**src/rtl/if_fetch_stage_if.sv**
```systemverilog
// ---------------------------------------------------------------------------
// if_fetch_stage_if
//   Instruction-memory fetch bus between the IF stage and instruction memory.
//   The fetch stage drives the request side and memory answers with a one-cycle
//   acknowledge carrying the instruction word.
//
//   imem_req    fetch request, held high until imem_ack
//   imem_addr   word address of the request, stable while imem_req=1
//   imem_ack    imem_rdata is valid this cycle
//   imem_rdata  instruction word
//
//   master : fetch stage side
//   slave  : instruction memory side
// ---------------------------------------------------------------------------
interface if_fetch_stage_if;
  logic        imem_req;
  logic [31:0] imem_addr;
  logic        imem_ack;
  logic [31:0] imem_rdata;

  modport master (
    output imem_req,
    output imem_addr,
    input  imem_ack,
    input  imem_rdata
  );

  modport slave (
    input  imem_req,
    input  imem_addr,
    output imem_ack,
    output imem_rdata
  );
endinterface

```
**src/rtl/if_fetch_stage.sv**
```systemverilog
// ---------------------------------------------------------------------------
// if_fetch_stage
//   Instruction-fetch stage plus IF/ID pipeline register. Holds the PC, fetches
//   words over the imem req/ack bus, and presents the fetched instruction, its
//   PC+4 and a valid bit to the decode stage. Handles decode stall (one-entry
//   park buffer) and branch redirect (flush, with a stale-ack discard when the
//   redirect lands while a request is still outstanding).
//
//   Parameters
//     RESET_PC     first fetch address after reset
//     WAIT_LIMIT   wait cycles without ack before fetch_timeout sets (>=1)
//
//   Ports
//     clk            clock, all state on rising edge
//     rst_n          synchronous active-low reset
//     stall          decode stage cannot accept; IF/ID register holds
//     redirect       branch taken; flush and refetch from redirect_pc
//     redirect_pc    redirect target (bits [1:0] ignored)
//     bus            instruction-memory bus (master side)
//     id_valid       IF/ID holds a live instruction
//     id_inst        IF/ID instruction
//     id_opcode      id_inst[31:26], to the control decoder
//     id_pc4         address of id_inst + 4
//     fetch_timeout  sticky: a request waited >= WAIT_LIMIT cycles
// ---------------------------------------------------------------------------
module if_fetch_stage #(
  parameter logic [31:0] RESET_PC   = 32'h0000_0000,
  parameter int unsigned WAIT_LIMIT = 15
) (
  input  logic                    clk,
  input  logic                    rst_n,
  input  logic                    stall,
  input  logic                    redirect,
  input  logic [31:0]             redirect_pc,
  if_fetch_stage_if.master        bus,
  output logic                    id_valid,
  output logic [31:0]             id_inst,
  output logic [5:0]              id_opcode,
  output logic [31:0]             id_pc4,
  output logic                    fetch_timeout
);

  localparam int CW = $clog2(WAIT_LIMIT + 1);
  localparam logic [CW-1:0] LIMIT = CW'(WAIT_LIMIT);

  typedef enum logic [1:0] {
    IDLE = 2'd0,
    REQ  = 2'd1,
    HOLD = 2'd2
  } state_t;

  state_t        state_reg, state_next;
  logic [31:0]   req_addr_reg, req_addr_next;
  logic [31:0]   target_reg, target_next;
  logic          discard_reg, discard_next;
  logic [CW-1:0] wait_cnt_reg, wait_cnt_next;
  logic          timeout_reg, timeout_next;
  logic [31:0]   buf_inst_reg, buf_inst_next;
  logic [31:0]   buf_addr_reg, buf_addr_next;
  logic          id_valid_reg, id_valid_next;
  logic [31:0]   id_inst_reg, id_inst_next;
  logic [31:0]   id_pc4_reg, id_pc4_next;

  logic [31:0]   redirect_tgt;
  logic [31:0]   req_addr_inc;
  logic [31:0]   buf_addr_inc;

  assign redirect_tgt = redirect_pc & 32'hFFFF_FFFC;
  assign req_addr_inc = req_addr_reg + 32'd4;
  assign buf_addr_inc = buf_addr_reg + 32'd4;

  always_ff @(posedge clk) begin
    if (!rst_n) begin
      state_reg    <= IDLE;
      req_addr_reg <= RESET_PC;
      target_reg   <= '0;
      discard_reg  <= 1'b0;
      wait_cnt_reg <= '0;
      timeout_reg  <= 1'b0;
      buf_inst_reg <= '0;
      buf_addr_reg <= '0;
      id_valid_reg <= 1'b0;
      id_inst_reg  <= '0;
      id_pc4_reg   <= '0;
    end else begin
      state_reg    <= state_next;
      req_addr_reg <= req_addr_next;
      target_reg   <= target_next;
      discard_reg  <= discard_next;
      wait_cnt_reg <= wait_cnt_next;
      timeout_reg  <= timeout_next;
      buf_inst_reg <= buf_inst_next;
      buf_addr_reg <= buf_addr_next;
      id_valid_reg <= id_valid_next;
      id_inst_reg  <= id_inst_next;
      id_pc4_reg   <= id_pc4_next;
    end
  end

  always_comb begin
    state_next    = state_reg;
    req_addr_next = req_addr_reg;
    target_next   = target_reg;
    discard_next  = discard_reg;
    wait_cnt_next = wait_cnt_reg;
    timeout_next  = timeout_reg;
    buf_inst_next = buf_inst_reg;
    buf_addr_next = buf_addr_reg;
    id_valid_next = id_valid_reg;
    id_inst_next  = id_inst_reg;
    id_pc4_next   = id_pc4_reg;

    case (state_reg)
      IDLE: begin
        // Any ack seen here belongs to a request abandoned by reset.
        state_next = REQ;
        if (redirect) begin
          req_addr_next = redirect_tgt;
          id_valid_next = 1'b0;
        end
      end

      REQ: begin
        if (redirect) begin
          id_valid_next = 1'b0;
          wait_cnt_next = '0;
          if (bus.imem_ack) begin
            // The word in flight is dropped; the target can be fetched at once.
            req_addr_next = redirect_tgt;
            discard_next  = 1'b0;
          end else begin
            // imem_addr must stay stable until the ack, so park the target
            // and throw away the word that eventually comes back.
            discard_next = 1'b1;
            target_next  = redirect_tgt;
          end
        end else if (bus.imem_ack) begin
          wait_cnt_next = '0;
          if (discard_reg) begin
            discard_next  = 1'b0;
            req_addr_next = target_reg;
            if (!stall) id_valid_next = 1'b0;
          end else if (!stall) begin
            id_inst_next  = bus.imem_rdata;
            id_pc4_next   = req_addr_inc;
            id_valid_next = 1'b1;
            req_addr_next = req_addr_inc;
          end else begin
            buf_inst_next = bus.imem_rdata;
            buf_addr_next = req_addr_reg;
            state_next    = HOLD;
          end
        end else begin
          if (wait_cnt_reg != LIMIT) wait_cnt_next = wait_cnt_reg + CW'(1);
          if (!stall) id_valid_next = 1'b0;
        end
      end

      HOLD: begin
        if (redirect) begin
          // Leaving HOLD abandons the parked word.
          req_addr_next = redirect_tgt;
          id_valid_next = 1'b0;
          state_next    = REQ;
        end else if (!stall) begin
          id_inst_next  = buf_inst_reg;
          id_pc4_next   = buf_addr_inc;
          id_valid_next = 1'b1;
          req_addr_next = buf_addr_inc;
          state_next    = REQ;
        end
      end

      default: state_next = IDLE;
    endcase

    // wait_cnt saturates at LIMIT, so equality marks the timeout point.
    if (wait_cnt_next == LIMIT) timeout_next = 1'b1;
  end

  assign bus.imem_req   = (state_reg == REQ);
  assign bus.imem_addr  = req_addr_reg;
  assign id_valid       = id_valid_reg;
  assign id_inst        = id_inst_reg;
  assign id_opcode      = id_inst_reg[31:26];
  assign id_pc4         = id_pc4_reg;
  assign fetch_timeout  = timeout_reg;

endmodule
```
**src/flat_wrapper.sv**
```systemverilog
// flat-port wrapper written by rule: the top's interface ports become plain ports
module if_fetch_stage_flat 
#(
  parameter logic [31:0] RESET_PC   = 32'h0000_0000,
  parameter int unsigned WAIT_LIMIT = 15
)
  (clk, rst_n, stall, redirect, redirect_pc, id_valid, id_inst, id_opcode, id_pc4, fetch_timeout, bus_imem_req, bus_imem_addr, bus_imem_ack, bus_imem_rdata);
  if_fetch_stage_if bus_i ();
  input  logic clk;
  input  logic rst_n;
  input  logic stall;
  input  logic redirect;
  input  logic [31:0] redirect_pc;
  output logic id_valid;
  output logic [31:0] id_inst;
  output logic [5:0] id_opcode;
  output logic [31:0] id_pc4;
  output logic fetch_timeout;
  output wire logic [$bits(bus_i.imem_req)-1:0] bus_imem_req;
  output wire logic [$bits(bus_i.imem_addr)-1:0] bus_imem_addr;
  input wire logic [$bits(bus_i.imem_ack)-1:0] bus_imem_ack;
  input wire logic [$bits(bus_i.imem_rdata)-1:0] bus_imem_rdata;
  assign bus_imem_req = bus_i.imem_req;
  assign bus_imem_addr = bus_i.imem_addr;
  assign bus_i.imem_ack = bus_imem_ack;
  assign bus_i.imem_rdata = bus_imem_rdata;
  if_fetch_stage #(.RESET_PC(RESET_PC), .WAIT_LIMIT(WAIT_LIMIT)) u_core (.clk(clk), .rst_n(rst_n), .stall(stall), .redirect(redirect), .redirect_pc(redirect_pc), .bus(bus_i), .id_valid(id_valid), .id_inst(id_inst), .id_opcode(id_opcode), .id_pc4(id_pc4), .fetch_timeout(fetch_timeout));
endmodule
```
**config.mk**
```make
export PLATFORM = sky130hd
export DESIGN_NAME = if_fetch_stage_flat
export DESIGN_NICKNAME = d
export VERILOG_FILES = /design/src/rtl/if_fetch_stage_if.sv /design/src/rtl/if_fetch_stage.sv /design/src/flat_wrapper.sv
export SDC_FILE = /design/constraint.sdc
export NUM_CORES = 1
export LEC_CHECK = 0
export ABC_CLOCK_PERIOD_IN_PS = 2250
export CAP_MARGIN = 30
export CORE_UTILIZATION = 25
export DETAILED_ROUTE_END_ITERATION = 16
export PLACE_DENSITY_LB_ADDON = 0.3
export SLEW_MARGIN = 0
export SYNTH_ARGS = -nofsm -noshare
export SYNTH_HDL_FRONTEND = slang
export SYNTH_SLANG_ARGS = --single-unit
export TNS_END_PERCENT = 30
```
**constraint.sdc**
```tcl
create_clock -name clk -period 2.25 [get_ports clk]
set_clock_uncertainty 0.1 [all_clocks]
set_input_delay 0.225 -clock clk [delete_from_list [all_inputs] [get_ports clk]]
set_output_delay 0.225 -clock clk [all_outputs]
set_load 0.01 [all_outputs]
```
* After elaboration in Yosys (flattened, before gate mapping) *
Cells that the tools add are included.

storage, ports and cells
  register bits = 199

operators by class
  add/sub/neg operators = 3
  equal/unequal tests = 14
  mux-type cells = 43
  bitwise operators = 3
  reductions and logical operators = 11

operator list
  cell                     count
  $mux W32                 18
  $pmux W32 S2             2
  $pmux W32 S3             1
  $add A32 B3 Y32 const B  2
  $mux W4                  4
  $reduce_and A5 Y1        3
  $ne A2 B2 Y1 const B     7
  $mux W2                  6
  $mux W1                  10
  $reduce_and A7 Y1        1
  $pmux W2 S3              1
  $add A4 B1 Y4 const B    1
  $eq A4 B4 Y1 const B     1
  $ne A4 B3 Y1 const B     1
  $ne A4 B4 Y1 const B     1
  $reduce_and A2 Y1        2
  $reduce_bool A2 Y1       2
  $ne A3 B3 Y1 const B     1
  $not A1 Y1               3
  $pmux W1 S3              1
  $reduce_and A3 Y1        1
  $reduce_bool A3 Y1       1
  $eq A2 B1 Y1 const B     1
  $eq A2 B2 Y1 const B     1
  2 further kinds          2

* Logic depth before layout (Yosys ltp) *
  word-level depth = 6
  gate-level depth with buffers = 11
  mapped depth without buffers = 8

* Worst setup path before layout *
No wires, ideal clock.

  path type = reg-to-reg
  start point = reg u_core.state_reg[1]
  end point = reg u_core.id_inst_reg[22], in the netlist u_core.id_inst[22]
  library setup time = 0.138 ns
  data arrival time = 1.973 ns
  required time = 2.012 ns
  slack = 0.039 ns
  cell stages (with the launch flop) = 9
  path buffers = 3
  period minus slack after synthesis = 2.211 ns
  cells stage by stage = dfxtp_1 > inv_1 > ha_1 > clkbuf_1 > nand2b_1 > a211oi_2 > buf_2 > buf_1 > a211oi_1

on the way
  longest elaborated chain between the ends = 3
  elaborated cells on any way between the ends = 11

ends and longest elaborated chain
  item                                                         line                  text
  start, declared                                              if_fetch_stage.sv:52  state_t state_reg, state_next;
  start signal, assigned                                       if_fetch_stage.sv:86  state_reg <= state_next;
  $eq A2 B1 Y1 (*)                                             --
  named net bus_imem_req                                       flat_wrapper.sv:19    output wire logic [$bits(bus_i.imem_req)-1:0] bus_imem_req;
  $ne A2 B2 Y1 (no source line), or another cell as far along  --
  $reduce_and A7 Y1 (no source line)                           --
  end signal, assigned                                         if_fetch_stage.sv:95  id_inst_reg <= id_inst_next;
  end, declared                                                if_fetch_stage.sv:61  logic [31:0] id_inst_reg, id_inst_next;

The timed path passes the listed nets; every way through them passes the cells marked *.
A chain may end at the register's enable or synchronous reset.

* Worst setup path after layout *
  start point = reg u_core.state_reg[0]
  end point = reg u_core.req_addr_reg[25], in the netlist u_core.bus.imem_addr[25]

on the way
  longest elaborated chain between the ends = 3
  elaborated cells on any way between the ends = 10

ends and longest elaborated chain
  item                                                         line                   text
  $eq A2 B1 Y1, or another cell as far along                   if_fetch_stage.sv:113  case (state_reg)
  $ne A4 B3 Y1 (no source line), or another cell as far along  --
  $reduce_and A5 Y1 (no source line)                           --
  end signal, assigned                                         if_fetch_stage.sv:87   req_addr_reg <= req_addr_next;
  end, declared                                                if_fetch_stage.sv:53   logic [31:0] req_addr_reg, req_addr_next;

Parallel ways exist; a longest one is shown, timed or not.

==> impl_metrics.py <==
metrics = {
    "outcome": {
        "outcome": "finished, final reports clean",
    },
    "cts": {
        "ctsHoldBuffers": 0,
        "cts_tree": "yes",
        "htreeDepth": 4,
        "cts.clk_slew.worst_paths_ps": 70,
        "cts-root-buf": "clkbuf_16",
        "clock_latency_ps": 450,
        "cts_sinks": 199,
        "ctsLongestPathBuffers": 2,
        "cts-buffers-inserted": 17,
    },
    "synthesis": {
        "synth_seq_area_share_pct": 41.2,
        "synth_top_area_cell": "dfxtp_1",
        "synth_ff_type": "dfxtp_1",
        "synth_edf_count": 0,
        "netlist.area_leader.share_pct": 41.2,
        "syn_inst": 1213,
        "yosys-top-cells-area": "dfxtp_1, nand2_1, a21oi_1, mux2i_1, o21ai_0",
        "synth.distinct_cells": 71,
        "synth_nets": 1290,
        "synth_warnings": 0,
        "async_flop_share_pct": 0,
        "synth_seq_cells": 199,
        "avgSynthCellArea_um2": 7.96,
        "syn_area_um2": 9660,
    },
    "global_route": {
        "grt_pass1_wl_um": 53700,
        "antenna_found_initial": 0,
        "first_global_vias": 9051,
        "grt_usage_pct": 17.9,
        "grt_max_degree": 58,
        "overflow": 0,
    },
    "worst_setup_path": {
        "critPathMaxFanout": 14,
        "cpPeakStageDelay_ps": 360,
        "worstSetupStartpoint": "u_core.state_reg[0]",
        "end_kind": "register",
        "crit_required_ps": 2530,
        "r2r-start": "u_core.state_reg[0]",
        "criticalPathCategory": "register to register",
        "cpMostUsedCell": "buf_4",
        "crit_arrival_ps": 2460,
        "path_buf_inv": 3,
        "crit_chain": "inv_1 -> ha_4 -> and2_4 -> buf_4 -> nor3_4 -> buf_4 -> nand2_1 -> o211ai_1 -> o2bb2ai_1",
        "reg2reg_slack_ps": 70,
        "cpLargestDelayFamily": "simple AND/OR/NAND/NOR gates",
        "cpMaxStageDelayCell": "dfxtp_1",
        "startpoint_type": "register",
    },
    "sta": {
        "fin_setup_tns_ps": 0,
        "setup_violations": 0,
        "finalHoldViolations": 0,
        "worst_slew_margin_rel_pct": 55.0,
        "setup_slack_ps": 75.0,
        "timing.fmax_mhz": 460,
        "fin_crit_sh_pct": 96.7,
        "finalMaxSlewViolations": 0,
        "finalCriticalPeriod_ps": 2180,
        "worst_pin_slew_ps": 666,
        "rsz0062_at_grt": "yes",
    },
    "place": {
        "dp_hpwl_um": 24700,
        "placement.io_buffers": 171,
        "gp_congestion": 0.887,
        "pre_cts_ws_ps": -156,
    },
    "floorplan": {
        "die_area_um2": 39400,
        "start_util_pct": 25.5,
        "io_pins": 174,
        "core_area_um2": 37800,
        "dieHeight_um": 199,
        "rows": 71,
        "die_w_um": 199,
    },
    "detailed_routing": {
        "drtPass1Iterations": 5,
        "ant_nets": 0,
        "vias": 9511,
        "first_iter_violations": 680,
        "wl_um": 35100,
        "wl_per_cell_um": 18.1,
        "via_per_inst": 4.90,
        "drcViolationCount": 0,
    },
    "power": {
        "p_total_mw": 8.93,
        "vdd_drop_max_uv": 512,
        "power.density_nw_per_um2": 676,
        "leakage_nw": 4.59,
    },
    "worst_hold_path": {
        "hp-start": "bus_imem_rdata[1]",
        "hp-class": "input pin to register",
    },
    "cells_and_area": {
        "final_layout_size_suffix_gt1_share_pct": 12.4,
        "nets": 1496,
        "num_antenna_cells": 0,
        "syn_to_final_growth_pct": 36.8,
    },
    "job": {
        "maxCapViolCount": 0,
    },
}
-- placed cells by master (no fill, tap or decap), types with 6 or more instances in the layout --
| cell | count |
|---|---|
| a211oi_1 | 37 |
| a21oi_1 | 134 |
| a221oi_1 | 17 |
| and3_1 | 9 |
| and4_1 | 6 |
| buf_12 | 11 |
| buf_4 | 103 |
| clkbuf_16 | 17 |
| clkdlybuf4s50_1 | 170 |
| dfxtp_1 | 199 |
| ha_1 | 6 |
| inv_1 | 7 |
| mux2i_1 | 51 |
| nand2_1 | 266 |
| nand3_1 | 38 |
| nand4_1 | 24 |
| nor2_1 | 68 |
| nor3_1 | 9 |
| nor4_1 | 7 |
| o211ai_1 | 12 |
| o21a_1 | 7 |
| o21ai_0 | 65 |
| o21bai_1 | 8 |
| xnor2_1 | 33 |
| xor2_1 | 23 |
-- final timing paths --
check                                                 to  cells past startpoint
worst max-delay path            u_core.bus.imem_addr[25]                      9
worst min-delay path              u_core.buf_inst_reg[1]                      3
worst max register to register  u_core.bus.imem_addr[25]                      9
worst min register to register      u_core.fetch_timeout                      2
-- stage by stage --
stage / instances / hold WS (ps) / utilization [%] / instance area, um^2
final: 1941 / 244 / 34.9 / 13200
after floorplan: 1213 / 261 / - / 9660
after global placement: 1911 / 336 / 33.3 / 12600
after CTS: 1941 / 225 / 34.9 / 13200
after detailed placement: 1911 / 339 / 33.3 / 12600
after global routing: 1941 / 245 / 34.9 / 13200
-- per-layer routing --
metal  global-route usage (%)  wire length [um]
met1                     24.2             16600
met2                     28.9             16000
met3                     3.37              1930
met4                     5.07               615
met5                        0                 0
-- timing repair --
action,4_1_cts,5_1_grt
resized for setup,0,5
endpoints found under the setup margin,0,13
setup buffers,0,0
-- cell families after synthesis --
group | after synthesis | share of synthesized area, %
compound gates | 322 | 20.5
xor+xnor | 57 | 5.25
fa+ha+maj | 8 | 1.04
buf+inv | 108 | 4.74
flops | 199 | 41.2
mux | 55 | 5.75
simple gates | 464 | 21.5
-- Yosys cell counts, types with 9 or more instances --
master / instances
buf_2: 12
xor2_1: 23
o211ai_1: 12
clkbuf_1: 71
o21ai_0: 65
dfxtp_1: 199
nand2_1: 266
xnor2_1: 33
buf_4: 9
a221oi_1: 17
a211oi_1: 37
nor3_1: 9
and3_1: 10
nand3_1: 39
a21oi_1: 134
nand4_1: 24
nor2_1: 69
mux2i_1: 51
-- where the power goes --
part,switching [mW],internal [mW],total [mW]
Clock,1.46,1.70,3.16
Combinational,1.04,0.902,1.94
Sequential,0.128,3.69,3.82
Total,2.63,6.29,8.93
-- worst min-delay path, stage by stage --
cell	delay (ps)
clkdlybuf4s50_1	410
nand2_1	60
a21oi_1	50
-- layout make-up --
type                            instances  area [um^2]
Clock buffer                           20          457
Inverter                               10         40.0
Timing Repair Buffer                  285         2700
Clock inverter                         10          119
Fill cell                            3951        24600
Tap cell                              511          639
Multi-Input combinational cell        906         5270
Sequential cell                       199         3980
Note: power is estimated with default switching activity, not from simulation.
